--- src/rtl/fetch_ctrl.sv ---
// Fetch sequencer: owns the PC, issues one instruction-memory request at a time
// and hands fetched instructions to decode through a valid/ready output register.
module fetch_ctrl #(
  parameter logic [31:0] RESET_PC  = 32'h0000_0000,
  parameter logic [31:0] NOP_INSTR = 32'h0000_0013
) (
  input  logic        clk,
  input  logic        reset,
  output logic        imem_req,
  output logic [31:0] imem_addr,
  input  logic        imem_gnt,
  input  logic        imem_rsp_valid,
  input  logic [31:0] imem_rsp_data,
  output logic        if_valid,
  output logic [31:0] if_instr,
  output logic [31:0] if_pc,
  input  logic        id_ready,
  input  logic        redir_valid,
  input  logic [31:0] redir_pc,
  output logic        misalign_err,
  output logic [31:0] fetch_cnt
);

  typedef enum logic [1:0] {IDLE, REQ, WAIT, KILL} state_t;

  state_t      state, state_nxt;
  logic [31:0] pc;
  logic        issue;
  logic        xfer;

  always_comb begin
    imem_addr    = pc;
    // A request is only raised when the output slot will be free to take its response.
    imem_req     = reset && (state == REQ) && (!if_valid || id_ready);
    issue        = imem_req && imem_gnt;
    xfer         = if_valid && id_ready && !redir_valid;
    misalign_err = reset && redir_valid && (redir_pc[1:0] != 2'b00);

    state_nxt = state;
    unique case (state)
      IDLE: state_nxt = REQ;
      REQ: begin
        if (redir_valid)  state_nxt = issue ? KILL : REQ;
        else if (issue)   state_nxt = WAIT;
      end
      WAIT: begin
        if (imem_rsp_valid)   state_nxt = REQ;
        else if (redir_valid) state_nxt = KILL;
      end
      KILL: begin
        if (imem_rsp_valid) state_nxt = REQ;
      end
      default: state_nxt = IDLE;
    endcase
  end

  always_ff @(posedge clk) begin
    if (!reset) begin
      state     <= IDLE;
      pc        <= RESET_PC;
      if_valid  <= 1'b0;
      if_instr  <= NOP_INSTR;
      if_pc     <= '0;
      fetch_cnt <= '0;
    end else begin
      state <= state_nxt;
      if (xfer) fetch_cnt <= fetch_cnt + 32'd1;
      // Redirect flushes the slot and also drops a response landing this cycle.
      if (redir_valid) begin
        pc       <= {redir_pc[31:2], 2'b00};
        if_valid <= 1'b0;
        if_instr <= NOP_INSTR;
      end else if (state == WAIT && imem_rsp_valid) begin
        if_valid <= 1'b1;
        if_instr <= imem_rsp_data;
        if_pc    <= pc;
        pc       <= pc + 32'd4;
      end else if (xfer) begin
        if_valid <= 1'b0;
        if_instr <= NOP_INSTR;
      end
    end
  end

endmodule
--- config.mk ---
export PLATFORM = sky130hd
export DESIGN_NAME = fetch_ctrl
export DESIGN_NICKNAME = d
export VERILOG_FILES = /design/src/rtl/fetch_ctrl.sv
export SDC_FILE = /design/constraint.sdc
export NUM_CORES = 1
export LEC_CHECK = 0
export ABC_AREA = 1
export BUFFER_PORTS_ARGS = -buffer_cell sky130_fd_sc_hd__buf_2
export CAP_MARGIN = 20
export CORE_MARGIN = 2
export CORE_UTILIZATION = 50
export DETAILED_ROUTE_END_ITERATION = 10
export PLACE_DENSITY = 0.79
export SYNTH_ARGS = -nofsm -noshare
export SYNTH_HDL_FRONTEND = slang
export SYNTH_SLANG_ARGS = --single-unit
--- constraint.sdc ---
create_clock -name clk -period 1.95 [get_ports clk]
set_input_delay 0.0975 -clock clk [delete_from_list [all_inputs] [get_ports clk]]
set_output_delay 0.0975 -clock clk [all_outputs]
set_load 0.005 [all_outputs]
==> impl_metrics.json <==
{
  "num_vias": 6898,
  "synth_xor_area_frac": 0.00425,
  "hold_viol": 0,
  "cts_setup_buffers": 0,
  "async_flop_share": 0,
  "tritoncts": "built",
  "cp_data_required_time_ns": 2.27,
  "r2r_slack_ns": 0.18,
  "antenna_cells": 0,
  "h-tree-depth": 4,
  "rr_worst_depth": 10,
  "synth_flop_cell": "dfxtp_1",
  "r2r_end": "imem_addr[22]$_SDFFE_PN0P_",
  "vdd_drop_max_mv": 0.530,
  "grt_overflow": 0,
  "yosys.area_share.adder": 0.0101,
  "netlist_area_um2": 6180,
  "outcome": "completed",
  "grt_max_degree": 58,
  "wl_per_cell_um": 13.7,
  "netlist-cell-type-count": 37,
  "antenna_found_initial": 0,
  "hold_path_end": "imem_addr[14]$_SDFFE_PN0P_",
  "synth_top_family_by_area": "simple AND/OR/NAND/NOR gates",
  "dp_hpwl_um": 12300,
  "reg2reg_from": "imem_addr[2]$_SDFFE_PN0P_",
  "viasPerCell": 5.13,
  "cts_buffers": 17,
  "clk_path_buf_depth": 2,
  "fmax_mhz": 565,
  "tightestPinTransition_ns": 0.559,
  "die_w_um": 115,
  "cp-start-kind": "flop",
  "core_area_um2": 12100,
  "finalWorstSetupSlack_ns": 0.181,
  "post-place-ws_ns": 0.178,
  "initial_core_util": 0.513,
  "syn_inst": 929,
  "power_density_nw_per_um2": 831,
  "area_growth_pct": 35.9,
  "fin_crit_ns": 1.77,
  "path_max_fanout": 5,
  "ys_ff_latch": 127,
  "clock-sinks": 127,
  "drv_slew": 0,
  "synth_compound_area_frac": 0.119,
  "grt_pass1_vias": 6080,
  "firstDrtPassIters": 7,
  "min_path_cells": 5,
  "synthTopCellsByCount": "nand2_1 (230), nor2_1 (137), dfxtp_1 (127)",
  "netlist.area_leader.share": 0.411,
  "drc": 0,
  "setup_viol": 0,
  "end_kind": "flop",
  "design.die.area_um2": 13300,
  "crit_arrival_ns": 2.09,
  "muxShareOfSynthArea": 0,
  "leakage_nw": 4.05,
  "synth-edff-count": 0,
  "total_power_mw": 6.99,
  "ant_nets": 0,
  "die_y_um": 115,
  "yosys-top-cells-area": "dfxtp_1 (41%), nand2_1 (14%), nor2_1 (8.3%)",
  "finClkSkew_ns": 0.0118,
  "synth_simple_gate_area_frac": 0.358,
  "ioPinCount": 201,
  "finalNonFillerCells": 1345,
  "yosysWarnings": 0,
  "synth_most_common_cell": "nand2_1",
  "min_path_type": "in2reg",
  "criticalPathCategory": "reg2reg",
  "worstHoldStart": "redir_pc[14]",
  "final_nets": 1240,
  "grt.total_usage": 0.275,
  "place_congestion": 0.945,
  "portBuffers": 196,
  "whs_ns": 0.0140,
  "seq_area_frac_synth": 0.411,
  "syn_avg_cell_area_um2": 6.66,
  "rsz0062_at_grt": "yes",
  "maxCapViolCount": 0,
  "insertion_delay_ns": 0.42,
  "slew_headroom": 0.627,
  "fin_crit_sh": 0.907,
  "synth_top_cell_by_area": "dfxtp_1",
  "drt-total-wl_um": 18400,
  "placedCellCount": 1271,
  "rows": 40,
  "drtIter0Drc": 596,
  "grt_pass1_wl_um": 29200,
  "clk_transition_reported_paths_ns": 0.06,
  "clock-root-buffer": "clkbuf_16",
  "drive_above_1_share": 0.226
}
what timing repair did:
action | CTS | global route
gates resized for setup | 0 | 4
hold endpoints to repair | 43 | 0
hold buffers | 43 | 0
setup endpoints to repair | 0 | 10
area by class of cell:
| class | count | area (um^2) |
|---|---|---|
| Clock buffer | 22 | 494 |
| Fill cell | 1021 | 3660 |
| Inverter | 105 | 394 |
| Tap cell | 168 | 210 |
| Timing Repair Buffer | 257 | 1570 |
| Multi-Input combinational cell | 657 | 3060 |
| Sequential cell | 127 | 2540 |
| Clock inverter | 9 | 131 |
layout by cell type, fill, tap and decap left out, types with 2 or more instances in the layout:
cell type,instances
nand2_1,229
buf_2,196
nor2_1,134
dfxtp_1,127
inv_1,102
nand3_1,90
a21oi_1,59
o21ai_0,49
dlygate4sd3_1,43
nand4_1,21
clkbuf_16,17
buf_4,16
nor3_1,12
a31oi_1,7
nor2_4,6
nor2_2,6
o211ai_1,5
ha_1,5
clkbuf_8,5
nand3b_1,4
conb_1,4
a22o_1,3
o21a_1,3
xor2_1,3
o22ai_1,3
bufinv_16,3
clkinvlp_4,3
inv_2,2
nand3_4,2
nand3_2,2
a211oi_1,2
clkinv_2,2
buf_12,2
metrics by stage:
step | utilization | TNS (ns) | cell area, um^2
after global placement | 0.608 | 0 | 7340
after CTS | 0.696 | 0 | 8390
after floorplan | - | 0 | 6200
final | 0.697 | 0 | 8400
after global routing | 0.697 | -0.0000118 | 8400
after detailed placement | 0.608 | 0 | 7340
cell families (layout without fill, tap and decap cells):
| family | after synthesis | in the layout |
|---|---|---|
| simple gates | 510 | 510 |
| buf+inv | 148 | 393 |
| compound gates | 135 | 135 |
| flops | 127 | 127 |
| fa+ha+maj | 5 | 5 |
| xor+xnor | 3 | 3 |
| other cells | 1 | 4 |
per-layer routing:
layer,vias to the layer above,track usage,part of all wire,routed length [um]
li1,3456,-,-,-
met1,3088,0.357,0.43,7870
met2,311,0.448,0.47,8620
met3,43,0.0611,0.079,1450
met4,0,0.104,0.024,442
met5,-,0,0,0
power by group:
part | switching [mW] | internal, mW
clock | 1.15 | 2.17
sequential | 0.0960 | 2.71
combinational | 0.487 | 0.370
total | 1.74 | 5.25
sequential cells by signal, indices dropped and copies added (netlist names):
signal,cells
fetch_cnt,32
if_instr,32
if_pc,30
if_valid,1
imem_addr,30
state,2
critical path, cell delays in order (launching register included):
cell	delay, ns
dfxtp_1	0.40
ha_1	0.20
nand2_1	0.09
nor2_2	0.19
nand3_1	0.23
nor2_2	0.24
nand2_1	0.07
nand2_1	0.06
nand3b_1	0.08
nand2_1	0.07
inv_1	0.04
worst max path at each step:
stage	end	cells after the start	start
after floorplan	imem_addr[20]$_SDFFE_PN0P_	12	state[0]$_SDFFE_PN0P_
after global placement	imem_addr[29]$_SDFFE_PN0P_	9	imem_addr[4]$_SDFFE_PN0P_
after detailed placement	imem_addr[21]$_SDFFE_PN0P_	11	state[0]$_SDFFE_PN0P_
after CTS	imem_addr[28]$_SDFFE_PN0P_	11	state[0]$_SDFFE_PN0P_
after global routing	imem_addr[22]$_SDFFE_PN0P_	10	imem_addr[3]$_SDFFE_PN0P_
final	imem_addr[22]$_SDFFE_PN0P_	10	imem_addr[2]$_SDFFE_PN0P_
Power figures use the tool's default switching activity.
